===== src/rtl/lcd_text_ctrl.sv =====
// HD44780 8-bit text refresher: power-up init, then endless row/char refresh from a host-written buffer.
// Define LCD_CURSOR_EN to turn the cursor and blink on in the display-on command.
module lcd_text_ctrl #(
  parameter int COLS   = 16,
  parameter int ROWS   = 2,
  parameter int T_INIT = 70,
  parameter int E_PW   = 2,
  parameter int T_CMD  = 30,
  parameter int T_CHAR = 20,
  parameter int T_HOLD = 400
) (
  input  logic       CLK,
  input  logic       RESETN,
  input  logic       WR_EN,
  input  logic [1:0] WR_ROW,
  input  logic [5:0] WR_COL,
  input  logic [7:0] WR_CHAR,
  output logic       WR_READY,
  output logic       WR_ERR,
  output logic       INIT_DONE,
  output logic       FRAME_DONE,
  output logic       LCD_E,
  output logic       LCD_RS,
  output logic       LCD_RW,
  output logic [7:0] LCD_DATA
);

  // state    | meaning
  // POWERUP  | wait T_INIT cycles with the bus idle
  // FUNC_SET | command 0x38 (8-bit, 2 lines)
  // DISP_ON  | display on command
  // ENTRY    | entry mode 0x06
  // CLEAR    | clear 0x01, long post-command gap
  // ROW_ADDR | set DDRAM address to start of current row
  // CHARS    | send COLS characters of current row
  // HOLD     | idle T_HOLD cycles between frames

  localparam int CELLS = COLS * ROWS;
  localparam int AW    = (CELLS > 1) ? $clog2(CELLS) : 1;
  localparam int T_CLR = 4 * T_CMD;
  localparam int M1    = (T_INIT > T_CLR) ? T_INIT : T_CLR;
  localparam int M2    = (M1 > T_HOLD) ? M1 : T_HOLD;
  localparam int M3    = (M2 > T_CHAR) ? M2 : T_CHAR;
  localparam int MAXC  = (M3 > E_PW) ? M3 : E_PW;
  localparam int CW    = $clog2(MAXC + 1);

`ifdef LCD_CURSOR_EN
  localparam logic [7:0] DISP_CMD = 8'h0F;
`else
  localparam logic [7:0] DISP_CMD = 8'h0C;
`endif

  typedef enum logic [2:0] {
    S_POWERUP, S_FUNC_SET, S_DISP_ON, S_ENTRY, S_CLEAR, S_ROW_ADDR, S_CHARS, S_HOLD
  } state_t;

  typedef enum logic [1:0] {P_SETUP, P_EHIGH, P_GAP} phase_t;

  state_t          state, state_d;
  phase_t          phase, phase_d;
  logic [CW-1:0]   cnt, cnt_d, gap_end;
  logic [1:0]      row, row_d;
  logic [5:0]      col, col_d;
  logic [7:0]      buffer [2**AW];
  logic [AW-1:0]   wr_idx, rd_idx;
  logic            wr_ok;
  logic            load, e_d, rs_d, frame_done_d, init_done_d;
  logic [7:0]      data_d;

  function automatic logic [7:0] row_cmd(input logic [1:0] r);
    case (r)
      2'd0:    row_cmd = 8'h80;
      2'd1:    row_cmd = 8'hC0;
      2'd2:    row_cmd = 8'h80 | 8'(COLS);
      default: row_cmd = 8'h80 | (8'h40 + 8'(COLS));
    endcase
  endfunction

  assign wr_ok  = WR_EN && WR_READY && (32'(WR_ROW) < ROWS) && (32'(WR_COL) < COLS);
  assign wr_idx = AW'(32'(WR_ROW) * COLS + 32'(WR_COL));
  assign rd_idx = AW'(32'(row_d) * COLS + 32'(col_d));

  always_ff @(posedge CLK) begin
    if (!RESETN) begin
      state      <= S_POWERUP;
      phase      <= P_SETUP;
      cnt        <= '0;
      row        <= '0;
      col        <= '0;
      LCD_E      <= 1'b0;
      LCD_RS     <= 1'b0;
      LCD_RW     <= 1'b0;
      LCD_DATA   <= 8'h00;
      INIT_DONE  <= 1'b0;
      FRAME_DONE <= 1'b0;
    end else begin
      state      <= state_d;
      phase      <= phase_d;
      cnt        <= cnt_d;
      row        <= row_d;
      col        <= col_d;
      LCD_E      <= e_d;
      LCD_RS     <= rs_d;
      LCD_RW     <= 1'b0;
      LCD_DATA   <= data_d;
      INIT_DONE  <= init_done_d;
      FRAME_DONE <= frame_done_d;
    end
  end

  always_comb begin
    state_d = state;
    phase_d = phase;
    cnt_d   = cnt + 1'b1;
    row_d   = row;
    col_d   = col;
    case (state)
      S_CLEAR: gap_end = CW'(T_CLR - 1);
      S_CHARS: gap_end = CW'(T_CHAR - 1);
      default: gap_end = CW'(T_CMD - 1);
    endcase
    case (state)
      S_POWERUP: if (cnt == CW'(T_INIT - 1)) begin
        state_d = S_FUNC_SET;
        phase_d = P_SETUP;
        cnt_d   = '0;
      end
      S_HOLD: if (cnt == CW'(T_HOLD - 1)) begin
        state_d = S_ROW_ADDR;
        phase_d = P_SETUP;
        cnt_d   = '0;
        row_d   = '0;
        col_d   = '0;
      end
      default: begin
        case (phase)
          P_SETUP: begin
            phase_d = P_EHIGH;
            cnt_d   = '0;
          end
          P_EHIGH: if (cnt == CW'(E_PW - 1)) begin
            phase_d = P_GAP;
            cnt_d   = '0;
          end
          default: if (cnt == gap_end) begin
            phase_d = P_SETUP;
            cnt_d   = '0;
            case (state)
              S_FUNC_SET: state_d = S_DISP_ON;
              S_DISP_ON:  state_d = S_ENTRY;
              S_ENTRY:    state_d = S_CLEAR;
              S_CLEAR: begin
                state_d = S_ROW_ADDR;
                row_d   = '0;
              end
              S_ROW_ADDR: begin
                state_d = S_CHARS;
                col_d   = '0;
              end
              S_CHARS: begin
                if (col == 6'(COLS - 1)) begin
                  if (row == 2'(ROWS - 1)) state_d = S_HOLD;
                  else begin
                    state_d = S_ROW_ADDR;
                    row_d   = row + 2'd1;
                  end
                end else begin
                  col_d = col + 6'd1;
                end
              end
              default: ;
            endcase
          end
        endcase
      end
    endcase
  end

  // Bus registers follow the next state, so RS/DATA are valid from the first setup cycle.
  always_comb begin
    load         = (phase_d == P_SETUP) && (state_d != S_POWERUP) && (state_d != S_HOLD);
    e_d          = (phase_d == P_EHIGH);
    rs_d         = LCD_RS;
    data_d       = LCD_DATA;
    frame_done_d = (state_d == S_HOLD) && (state != S_HOLD);
    init_done_d  = INIT_DONE || (state_d == S_ROW_ADDR);
    if (load) begin
      rs_d = 1'b0;
      case (state_d)
        S_FUNC_SET: data_d = 8'h38;
        S_DISP_ON:  data_d = DISP_CMD;
        S_ENTRY:    data_d = 8'h06;
        S_CLEAR:    data_d = 8'h01;
        S_ROW_ADDR: data_d = row_cmd(row_d);
        S_CHARS: begin
          rs_d   = 1'b1;
          data_d = buffer[rd_idx];
        end
        default: ;
      endcase
    end
  end

  always_ff @(posedge CLK) begin
    if (!RESETN) begin
      WR_READY <= 1'b0;
      WR_ERR   <= 1'b0;
      for (int i = 0; i < 2**AW; i++) buffer[i] <= 8'h20;
    end else begin
      WR_READY <= 1'b1;
      WR_ERR   <= WR_EN && WR_READY && !wr_ok;
      if (wr_ok) buffer[wr_idx] <= WR_CHAR;
    end
  end

endmodule


===== config.mk =====
export PLATFORM = sky130hd
export DESIGN_NAME = lcd_text_ctrl
export DESIGN_NICKNAME = d
export VERILOG_FILES = /design/src/rtl/lcd_text_ctrl.sv
export SDC_FILE = /design/constraint.sdc
export NUM_CORES = 1
export LEC_CHECK = 0
export CAP_MARGIN = 40
export CORE_UTILIZATION = 40
export CTS_CLUSTER_SIZE = 16
export DETAILED_ROUTE_END_ITERATION = 16
export GPL_TIMING_DRIVEN = 1
export PLACE_DENSITY = 0.65
export SLEW_MARGIN = 20
export SYNTH_ARGS = -nofsm -noshare
export SYNTH_HDL_FRONTEND = slang
export SYNTH_SLANG_ARGS = --single-unit

===== constraint.sdc =====
create_clock -name CLK -period 4.4 [get_ports CLK]
set_input_delay 0.66 -clock CLK [delete_from_list [all_inputs] [get_ports CLK]]
set_output_delay 0.66 -clock CLK [all_outputs]
set_load 0.01 [all_outputs]

After elaboration in Yosys (flattened, before gate mapping)
Memory sizes are Yosys's and may differ from the RTL's.
Cells that the tools add are included.
- bits of input ports: 19
- memory bits (writable): 256
- flip-flop bits (word level): 36
- memories: 1
- memories (name ; depth ; bits a word ; rd ports ; clocked after Yosys merged registers in ; wr ports ; line ; RTL):
    buffer ; 32 ; 8 ; 1 ; 0 ; 32 ; 64 ; logic [7:0] buffer [2**AW];
- order comparisons: 2
- equality and inequality tests: 26
- muxes and demuxes: 45
- reduce and logical (&&, ||, !) cells: 18
- $add $sub $neg: 5
- operators by type and width (kind ; number):
    case mux 8 bit (6 select lines) ; 1
    two-way mux 9 bit ; 4
    case mux 9 bit (2 select lines) ; 2
    equality test 3 bit, second input constant ; 8
    two-way mux 6 bit ; 4
    case mux 6 bit (2 select lines) ; 2
    case mux 7 bit (3 select lines) ; 1
    two-way mux 2 bit ; 10
    case mux 3 bit (6 select lines) ; 1
    case mux 2 bit (2 select lines) ; 4
    two-way mux 3 bit ; 5
    case mux 7 bit (2 select lines) ; 1
    equality test 3 x 2 -> 1 bit, second input constant ; 4
    adder 5 bit ; 2
    adder 9 x 1 -> 9 bit, second input constant ; 1
    equality test 9 x 1 -> 1 bit, second input constant ; 1
    equality test 9 x 7 -> 1 bit, second input constant ; 1
    equality test 9 bit ; 1
    equality test 9 bit, second input constant ; 1
    equality test 2 x 1 -> 1 bit, second input constant ; 4
    two-way mux 8 bit ; 1
    OR reduction 8 bit ; 1
    logical AND 1 bit ; 7
    two-way mux 1 bit ; 7
    other kinds (18) ; 22

Longest topological paths before layout
Gate-level depths: netlist (run 1).
- word-level depth: 11
- mapped depth: 15
- mapped depth without buffers: 11

Worst setup path after synthesis (run 1)
OpenSTA, ideal clock, no wires.
- path kind: register to register
- from: register cnt[6]
- to: register LCD_DATA[6]
- setup time: 0.122 ns
- cell stages (with the launch flop): 15
- arrival time: 3.198 ns
- setup slack: 1.080 ns
- cells stage by stage: dfxtp_1 -> buf_6 -> nand4bb_4 -> or4_1 -> buf_2 -> a211o_1 -> buf_2 -> a21oi_4 -> buf_6 -> buf_2 -> mux2i_1 -> mux2i_1 -> mux2i_1 -> mux2i_1 -> a221o_1
- longest elaborated chain between the ends: 8
- elaborated cells between the ends (all ways): 43
- classes of those cells: 1 x add/sub; 13 x eq/ne; 21 x mux; 7 x reduce/logical; 1 x memory
- RTL lines (what ; line ; RTL):
    from (decl) ; 61 ; logic [CW-1:0] cnt, cnt_d, gap_end;
    from (signal assigned) ; 99 ; cnt <= cnt_d;
    branches (longest 8 deep; another with memory (32 x 8 bit)) ; - ;
    to (signal assigned) ; 105 ; LCD_DATA <= data_d;
    to (decl) ; 25 ; output logic [7:0] LCD_DATA
Several ways; the timed one is not identified.
A chain may end at the register's enable or synchronous reset.

Worst setup path after layout (run 1)
- from: register state[2]
- to: register LCD_DATA[0]
- longest elaborated chain between the ends: 10
- elaborated cells between the ends (all ways): 44
- classes of those cells: 1 x add/sub; 15 x eq/ne; 20 x mux; 7 x reduce/logical; 1 x memory
- RTL lines (what ; line ; RTL):
    from (decl) ; 59 ; state_t state, state_d;
    from (signal assigned) ; 97 ; state <= state_d;
    branches (longest 10 deep; another with memory (32 x 8 bit)) ; - ;
Several ways; the timed one is not identified.

==> impl_metrics.tcl, run 1 <==
set metrics [dict create \
    run_status "complete, no violations" \
    setup.worst_path.end_class "flop" \
    cellLeakagePower_nw 6.225 \
    grt_first_pass_wirelength_um 60690 \
    routed_wl_um 39400 \
    io_pins 34 \
    worst_hold_path_type "flop to flop" \
    power.internal_w 0.004812 \
    rsz0062_at_grt "false" \
    routed_wire_length_per_instance_um 21.53 \
    stdcell_count 1830 \
    syn_area_per_cell_um2 11.45 \
    timing.critical_path.cells "nor2b_1, or4_1, a211o_1, buf_4, a21oi_4, buf_4, mux2i_1, a2111oi_0, a311oi_1, or4_1, a31oi_1" \
    core_area_um2 35910 \
    hold_buffers 0 \
    grt_antenna_before_repair 1 \
    maxSlewViolCount 0 \
    dr.pass1.iters 7 \
    max_slew_margin 0.3920 \
    crit_path_max_incr_delay_ns 0.70 \
    final_layout_size_suffix_gt1_frac 0.1177 \
    commonest_non_fill_non_tap_cells_in_the_layout "256 x edfxtp_1, 233 x and2_1, 124 x mux2i_1" \
    crit_path_max_fanout 22 \
    worst_r2r_path_depth 11 \
    totalPowerFinal_w 0.006105 \
    fin_crit_sh 0.9119 \
    synthesis_to_layout_area_growth_pct 15.26 \
    comb_power_share 0.037 \
    overflow 0 \
    timing.reg2reg.setup_slack_ns 0.39 \
    cts_repair_resize_count 0 \
    clk_path_buf_depth 3 \
    die_y_um 194.0 \
    clk_latency_ns 0.53 \
    numCtsBuffers 34 \
    timing.hold.worst_endpoint "INIT_DONE" \
    most_common_library_cell_in_the_layout_ignoring_fill_and_taps "edfxtp_1" \
    holdPathStages 1 \
    final-setup-viol-count 0 \
    floorplan.rows 69 \
    htree_num_levels 2 \
    clk_pin_slew_ns 0.06 \
    floorplan.die_area_um2 37640 \
    syn_inst 1288 \
    ys_dominant_reg_cell "edfxtp_1" \
    detail_route.drc_violations 0 \
    ir_drop_mv 0.2391 \
    p_clk_frac 0.457 \
    crit_path_top_delay_cell "or4_1" \
    vias_in_the_first_global_route 10130 \
    synthesis.yosys.warnings 0 \
    root_buffer_cell "clkbuf_16" \
    num_vias 10320 \
    timing.final.hold_violations 0 \
    tightest_slew_ns 0.8890 \
    grt_start_max_net_pins 60 \
    cts_tree "done" \
    ys_seq_area_frac 0.5702 \
    drt_iter0_drc 1011 \
    mappedNetlistArea_um2 14750 \
    p_per_area_nw_per_um2 359.2 \
    detailed_place_hpwl_um 26840 \
    post-cts-setup-buffer-count 0 \
    setup.worst_path.class "flop to flop" \
    synth.ff_latch_count 292 \
    worst-endpoint-arrival_ns 4.47 \
    ys_types 72 \
    startpoint_type "flop" \
    fin_nets 1368 \
    grt_use_total 0.2105 \
    switching_share 0.2119 \
    power_switching_w 0.001293 \
    asyncSetResetFlopFracSynth 0 \
    worst_reg2reg_endpoint "LCD_DATA[0]" \
    rr_startpoint "state[2]" \
    period_minus_slack_ns 4.012 \
    initial_utilization 0.4106 \
    number_of_enable_flip_flop_cells_after_synthesis 256 \
    syn-num-nets 1310 \
    hold_path_startpoint "INIT_DONE" \
    post_drt_via_cell_ratio 5.639 \
    critical_path_required_ns 4.86 \
    io_buffers 32 \
    timing.setup.tns_ns 0 \
    pwr-share-seq 0.506 \
    numPlacedInstances 1770 \
    finalWeightedCongestion 0.8994 \
    route.antenna.remaining_nets 0 \
    die_w_um 194.0 \
    skew_ns 0.02324 \
    max_freq_mhz 249.2 \
    drv_cap 0 \
    clock_sink_count 292 \
]
==> synth_stat cells, drive strengths merged, types with 3 or more instances <==
master | n | area [µm²]
a211o | 3 | 26.28
ha | 3 | 37.54
a2111oi | 15 | 131.4
a221o | 3 | 30.03
inv | 15 | 56.30
and3 | 6 | 37.54
or2 | 4 | 25.02
nor2b | 9 | 56.30
a21boi | 4 | 30.03
nand4 | 6 | 37.54
mux2i | 124 | 1241
a22oi | 8 | 60.06
clkbuf | 61 | 229.0
o211ai | 6 | 45.04
nor3 | 31 | 160.1
o221ai | 3 | 26.28
a31oi | 6 | 37.54
o31ai | 3 | 22.52
and2 | 233 | 1458
a21o | 4 | 30.03
nor4b | 4 | 35.03
a21oi | 17 | 103.9
edfxtp | 256 | 7687
nand2 | 106 | 400.4
o21ai | 48 | 240.2
mux2 | 16 | 180.2
o2111ai | 3 | 32.53
xnor2 | 4 | 35.03
nor2 | 63 | 236.5
buf | 33 | 203.9
nand2b | 4 | 25.02
nand3 | 40 | 200.2
xor2 | 6 | 52.55
nor4 | 6 | 37.54
or3 | 37 | 231.5
a311oi | 8 | 76.32
dfxtp | 36 | 720.7
a211oi | 23 | 172.7
o21a | 3 | 22.52
==> sequential cells by signal (all words and copies together), names as in the netlist <==
| register | cells |
|---|---|
| FRAME_DONE | 1 |
| INIT_DONE | 1 |
| LCD_DATA | 8 |
| LCD_E | 1 |
| LCD_RS | 1 |
| WR_ERR | 1 |
| WR_READY | 1 |
| buffer | 256 |
| cnt | 9 |
| col | 6 |
| phase | 2 |
| row | 2 |
| state | 3 |
==> worst max path at each step <==
stage              from           to
2_1_floorplan    cnt[6]  LCD_DATA[6]
3_3_place_gp   state[2]  LCD_DATA[4]
3_5_place_dp     cnt[2]  LCD_DATA[0]
4_1_cts          cnt[2]  LCD_DATA[0]
5_1_grt        state[2]  LCD_DATA[0]
6_report       state[2]  LCD_DATA[0]
==> power groups by stage <==
stage          sequential, W  combinational (W)  clock [W]
5_1_grt              0.00309           0.000245    0.00293
3_5_place_dp         0.00315           0.000226          0
6_report             0.00309           0.000227    0.00279
3_3_place_gp         0.00315           0.000221          0
4_1_cts              0.00309           0.000227    0.00283
2_1_floorplan        0.00314           0.000114          0
==> logic make-up (layout without fill, tap and decap cells) <==
logic type	Yosys count	count (layout)	synth area share
other	1	2	0.0002543
AOI/OAI and AO/OA	174	174	0.08510
muxes	140	140	0.09639
buffers and inverters	109	189	0.03317
xor gates and xnor gates	10	10	0.005939
and+or+nand+nor	559	559	0.2064
adders and majority gates	3	3	0.002546
DFF	292	292	0.5702
==> layout make-up <==
| type | count | area [µm²] |
|---|---|---|
| Fill cell | 3242 | 18920 |
| Multi-Input combinational cell | 887 | 5854 |
| Clock buffer | 47 | 940.9 |
| Antenna cell | 1 | 2.502 |
| Timing Repair Buffer | 116 | 1010 |
| Clock inverter | 11 | 148.9 |
| Sequential cell | 292 | 8408 |
| Tap cell | 461 | 576.8 |
| Inverter | 15 | 56.30 |
==> metrics by stage <==
stage	util	setup WS (ns)	hold slack, ns	area, µm²
final	0.4733	0.3875	0.4670	17000
after global routing	0.4733	0.06991	0.4872	17000
after CTS	0.4731	0.4275	0.4597	16990
after detailed placement	0.4428	0.4477	0.4618	15900
after global placement	0.4415	0.4880	0.4550	15860
after floorplan	-	1.080	0.4404	14750
==> metal layers <==
layer	part of all wire	GRT usage	wire [µm]	vias to the layer above
met3	0.075	0.03966	2940	55
met4	0.022	0.06026	884	0
li1	-	-	-	4812
met1	0.46	0.3054	18100	5075
met2	0.44	0.3199	17470	377
met5	0	0	0	-
==> critical path: cells and delay by family (launching register included) <==
family / cells / cell delay (ns)
flops: 1 / 0.46
mux: 1 / 0.12
simple gates: 3 / 1.40
compound gates: 5 / 1.43
buf+inv: 2 / 0.53
(Power assumes the default switching activity.)
==> run 2: changes to the inputs <==
- CAP_MARGIN: 40 -> not set
==> impl_metrics.tcl, run 2 (synthesis results as in run 1) <==
set metrics [dict create \
    run_status "complete, no violations" \
    clk_latency_ns 0.52 \
    grt_start_max_net_pins 60 \
    tightest_slew_ns 1.080 \
    numCtsBuffers 34 \
    clk_pin_slew_ns 0.06 \
    fill_cells 3273 \
    worst_reg2reg_endpoint "LCD_DATA[2]" \
    period_minus_slack_ns 4.043 \
    hold_buffers 0 \
    finalWorstSetupSlack_ns 0.3566 \
    regs_by_ff_count "buffer: 256 flops, cnt: 9 flops, LCD_DATA: 8 flops" \
    setup.worst_path.end_class "flop" \
    overflow 0 \
    post-cts-setup-buffer-count 0 \
    max_freq_mhz 247.3 \
    clock_sink_count 292 \
    totalPowerFinal_w 0.006113 \
    drv_cap 0 \
    power.internal_w 0.004819 \
    beginning_of_the_critical_path "state[2]" \
    cts_tree "done" \
    worst_r2r_path_depth 11 \
    stdcell_count 1827 \
    crit_path_top_delay_cell "or4_1" \
    setup.worst_path.class "flop to flop" \
    fin_crit_sh 0.9190 \
    place_area_um2 15860 \
    timing.final.hold_violations 0 \
    largest_register_ffs 256 \
    maxSlewViolCount 0 \
    numPlacedInstances 1767 \
    detail_route.drc_violations 0 \
    crit_path_max_incr_delay_ns 0.71 \
    timing.critical_path.cells "nor2b_1, or4_1, a211o_1, buf_4, a21oi_4, buf_4, mux2i_1, a2111oi_0, a311oi_1, o21ai_1, a32o_1" \
    ir_drop_mv 0.2276 \
    postLayoutCellArea_um2 16950 \
    final_layout_size_suffix_gt1_frac 0.1179 \
    largest-register "buffer" \
    post_drt_via_cell_ratio 5.606 \
    rsz0062_at_grt "false" \
    num_antenna_cells 0 \
    rr_startpoint "state[2]" \
    grt_first_pass_wirelength_um 61270 \
    io_pins 34 \
    num_vias 10240 \
    fin_nets 1364 \
    routed_wire_length_per_instance_um 21.55 \
    dr.pass1.iters 5 \
    final-setup-viol-count 0 \
    io_buffers 32 \
    setup.worst_path.end "LCD_DATA[2]" \
    route.antenna.remaining_nets 0 \
    p_per_area_nw_per_um2 360.6 \
    max_slew_margin 0.2803 \
    commonest_non_fill_non_tap_cells_in_the_layout "256 x edfxtp_1, 233 x and2_1, 124 x mux2i_1" \
    pwr-share-seq 0.505 \
    grt_use_total 0.2127 \
    timing.reg2reg.setup_slack_ns 0.36 \
    die_w_um 194.0 \
    cellLeakagePower_nw 6.211 \
    htree_num_levels 2 \
    worst_hold_path_type "flop to flop" \
    floorplan.rows 69 \
    timing.setup.tns_ns 0 \
    drt_iter0_drc 971 \
    finalWeightedCongestion 0.8994 \
    path_common_cell "buf_4" \
    routed_wl_um 39370 \
    detailed_place_hpwl_um 26470 \
    vias_in_the_first_global_route 10200 \
    core_area_um2 35910 \
    skew_ns 0.02281 \
    clk_path_buf_depth 3 \
    startpoint_type "flop" \
    root_buffer_cell "clkbuf_16" \
    cts_repair_resize_count 0 \
    grt_antenna_before_repair 1 \
    comb_power_share 0.037 \
    pre_cts_slack_ns 0.3936 \
    most_common_library_cell_in_the_layout_ignoring_fill_and_taps "edfxtp_1" \
    initial_utilization 0.4106 \
    switching_share 0.2116 \
    worst-endpoint-arrival_ns 4.49 \
    power_switching_w 0.001294 \
    p_clk_frac 0.458 \
    synthesis_to_layout_area_growth_pct 14.95 \
    critical_path_required_ns 4.85 \
    floorplan.die_area_um2 37640 \
    crit_path_max_fanout 22 \
    die_y_um 194.0 \
]
## run 2: routing by layer
metal  vias up  global-route usage  routed length, µm
met5         -                   0                 12
met1      4968              0.3028              17830
li1       4812                   -                  -
met4         2             0.06614               1057
met3        81             0.04923               3207
met2       380              0.3208              17260
## run 2: cell type report
class,instances,area [µm²],area share
Clock buffer,47,950.9,0.05610
Sequential cell,292,8408,0.4960
Timing Repair Buffer,112,955.9,0.05639
Clock inverter,13,142.6,0.008415
Multi-Input combinational cell,887,5861,0.3457
Tap cell,461,576.8,0.03403
Inverter,15,56.30,0.003322
## run 2: critical path: cells and delay by family (launching register included)
family | cells | cell delay, ns
flip-flops | 1 | 0.46
AND/OR/NAND/NOR | 2 | 0.98
multiplexers | 1 | 0.14
AO/OA/AOI/OAI | 6 | 1.85
buffers and inverters | 2 | 0.54
## run 2: how the worst min path moves through the flow
| stage | start | end | slack, ns | cells past startpoint |
|---|---|---|---|---|
| final | INIT_DONE | INIT_DONE | 0.47 | 1 |
| after detailed placement | INIT_DONE | INIT_DONE | 0.46 | 1 |
| after global routing | INIT_DONE | INIT_DONE | 0.51 | 1 |
| after global placement | INIT_DONE | INIT_DONE | 0.46 | 1 |
| after CTS | INIT_DONE | INIT_DONE | 0.47 | 1 |
| after floorplan | cnt[0] | cnt[0] | 0.44 | 1 |
## run 2: stage by stage
| step | hold WS (ns) | util |
|---|---|---|
| 2_1_floorplan | 0.4404 | - |
| 5_1_grt | 0.5078 | 0.4720 |
| 6_report | 0.4689 | 0.4720 |
| 4_1_cts | 0.4750 | 0.4720 |
| 3_3_place_gp | 0.4550 | 0.4415 |
| 3_5_place_dp | 0.4618 | 0.4415 |
## run 2: power by group through the flow
stage	sequential, W	combinational (W)	clock, W
6_report	0.00309	0.000225	0.00280
5_1_grt	0.00309	0.000243	0.00294
4_1_cts	0.00309	0.000226	0.00284
3_5_place_dp	0.00315	0.000225	0
3_3_place_gp	0.00315	0.000221	0
2_1_floorplan	0.00314	0.000114	0
==> run 3: changes to the inputs <==
==> constraint.sdc (replaced) <==
create_clock -name CLK -period 4.4 [get_ports CLK]
set_input_delay 1.1 -clock CLK [delete_from_list [all_inputs] [get_ports CLK]]
set_output_delay 1.1 -clock CLK [all_outputs]
set_load 0.01 [all_outputs]
==> impl_metrics.tcl, run 3 (synthesis results as in run 1) <==
set metrics [dict create \
    largest-register "buffer" \
    skew_ns 0.02175 \
    holdPathStages 1 \
    grt_antenna_before_repair 0 \
    core_area_um2 35910 \
    die_y_um 194.0 \
    grt_use_total 0.2101 \
    floorplan.die_area_um2 37640 \
    grt_start_max_net_pins 58 \
    hold_buffers 0 \
    cts_repair_resize_count 0 \
    largest_register_ffs 256 \
    p_per_area_nw_per_um2 366.0 \
    critical_path_required_ns 4.80 \
    finalWeightedCongestion 0.9497 \
    crit_buf_inv 3 \
    routed_wire_length_per_instance_um 21.50 \
    cp.depth 12 \
    worst_hold_path_type "flop to flop" \
    timing.critical_path.cells "nand4bb_4, or4_1, a211o_1, buf_4, a21oi_4, buf_12, buf_4, mux2i_1, mux2i_1, mux2i_1, mux2i_1, a221o_1" \
    finalWorstSetupSlack_ns 0.2560 \
    period_minus_slack_ns 4.144 \
    floorplan.rows 69 \
    tightest_slew_ns 0.8274 \
    rsz0062_at_grt "false" \
    routed_wl_um 39410 \
    worst_r2r_path_depth 12 \
    io_pins 34 \
    numCtsBuffers 34 \
    fin_crit_sh 0.9418 \
    place_area_um2 15890 \
    vias_in_the_first_global_route 10100 \
    worst-endpoint-arrival_ns 4.54 \
    num_antenna_cells 0 \
    clk_pin_slew_ns 0.06 \
    beginning_of_the_critical_path "cnt[2]" \
    timing.final.hold_violations 0 \
    setup.worst_path.end_class "flop" \
    detailed_place_hpwl_um 26580 \
    root_buffer_cell "clkbuf_16" \
    die_w_um 194.0 \
    commonest_non_fill_non_tap_cells_in_the_layout "256 x edfxtp_1, 233 x and2_1, 124 x mux2i_1" \
    crit_path_max_fanout 37 \
    power_switching_w 0.001317 \
    overflow 0 \
    comb_power_share 0.037 \
    pwr-share-seq 0.495 \
    setup.worst_path.class "flop to flop" \
    detail_route.drc_violations 0 \
    initial_utilization 0.4106 \
    pre_cts_slack_ns 0.3025 \
    cp_top_family "compound AO/OA/AOI/OAI gates" \
    timing.setup.tns_ns 0 \
    cts_tree "done" \
    grt_first_pass_wirelength_um 60830 \
    run_status "complete, no violations" \
    fin_nets 1368 \
    crit_path_top_delay_cell "or4_1" \
    maxSlewViolCount 0 \
    clk_latency_ns 0.52 \
    ir_drop_mv 0.2739 \
    io_buffers 32 \
    worst_reg2reg_endpoint "LCD_DATA[6]" \
    drt_iter0_drc 888 \
    crit_path_max_incr_delay_ns 0.66 \
    num_vias 10320 \
    post_drt_via_cell_ratio 5.629 \
    power.internal_w 0.004927 \
    max_freq_mhz 241.3 \
    fill_cells 3228 \
    finalHoldWorstSlack_ns 0.4685 \
    dr.pass1.iters 6 \
    p_clk_frac 0.469 \
    setup.worst_path.end "LCD_DATA[6]" \
    timing.reg2reg.setup_slack_ns 0.26 \
    route.antenna.remaining_nets 0 \
    cellLeakagePower_nw 6.263 \
    htree_num_levels 2 \
    most_common_library_cell_in_the_layout_ignoring_fill_and_taps "edfxtp_1" \
    rr_startpoint "cnt[2]" \
    clk_path_buf_depth 3 \
    final_layout_size_suffix_gt1_frac 0.1224 \
    max_slew_margin 0.4484 \
    clock_sink_count 292 \
    synthesis_to_layout_area_growth_pct 15.66 \
    drv_cap 0 \
    postLayoutCellArea_um2 17060 \
    final-setup-viol-count 0 \
    startpoint_type "flop" \
    regs_by_ff_count "buffer: 256 flops, cnt: 9 flops, LCD_DATA: 8 flops" \
    path_common_cell "mux2i_1" \
    switching_share 0.2109 \
    post-cts-setup-buffer-count 0 \
]
## run 3: how the worst min path moves through the flow
stage,startpoint,to
after floorplan,cnt[0],cnt[0]
after global placement,INIT_DONE,INIT_DONE
after detailed placement,INIT_DONE,INIT_DONE
after CTS,INIT_DONE,INIT_DONE
after global routing,cnt[0],cnt[0]
final,INIT_DONE,INIT_DONE
## run 3: layer usage
| metal | wire length [µm] | GRT usage |
|---|---|---|
| met4 | 747 | 0.05056 |
| met3 | 3364 | 0.04505 |
| met2 | 17900 | 0.3299 |
| met5 | 0 | 0 |
| met1 | 17400 | 0.2960 |
## run 3: area by class of cell
cell class              instances  area [µm²]  share of cell area
clock inverters                13       183.9             0.01078
well taps                     461       576.8             0.03382
inverters                      15       56.30            0.003301
multi-input cells             887        5854              0.3432
clock buffers                  49       978.4             0.05736
flip-flops and latches        292        8408              0.4930
repair buffers                116       998.5             0.05854
## run 3: power by group through the flow
| stage | Sequential (W) | Combinational [W] | Clock [W] |
|---|---|---|---|
| after floorplan | 0.00314 | 0.000114 | 0 |
| after global placement | 0.00314 | 0.000225 | 0 |
| after detailed placement | 0.00315 | 0.000229 | 0 |
| after CTS | 0.00309 | 0.000229 | 0.00296 |
| after global routing | 0.00309 | 0.000247 | 0.00307 |
| final | 0.00309 | 0.000228 | 0.00293 |
## run 3: per-stage QoR
stage / cells / power, W / utilization
detailed placement: 1771 / 0.003375 / 0.4426
global placement: 1771 / 0.003369 / 0.4427
floorplan: 1288 / 0.003251 / -
global route: 1833 / 0.006411 / 0.4749
finish: 1833 / 0.006243 / 0.4749
CTS: 1833 / 0.006277 / 0.4749
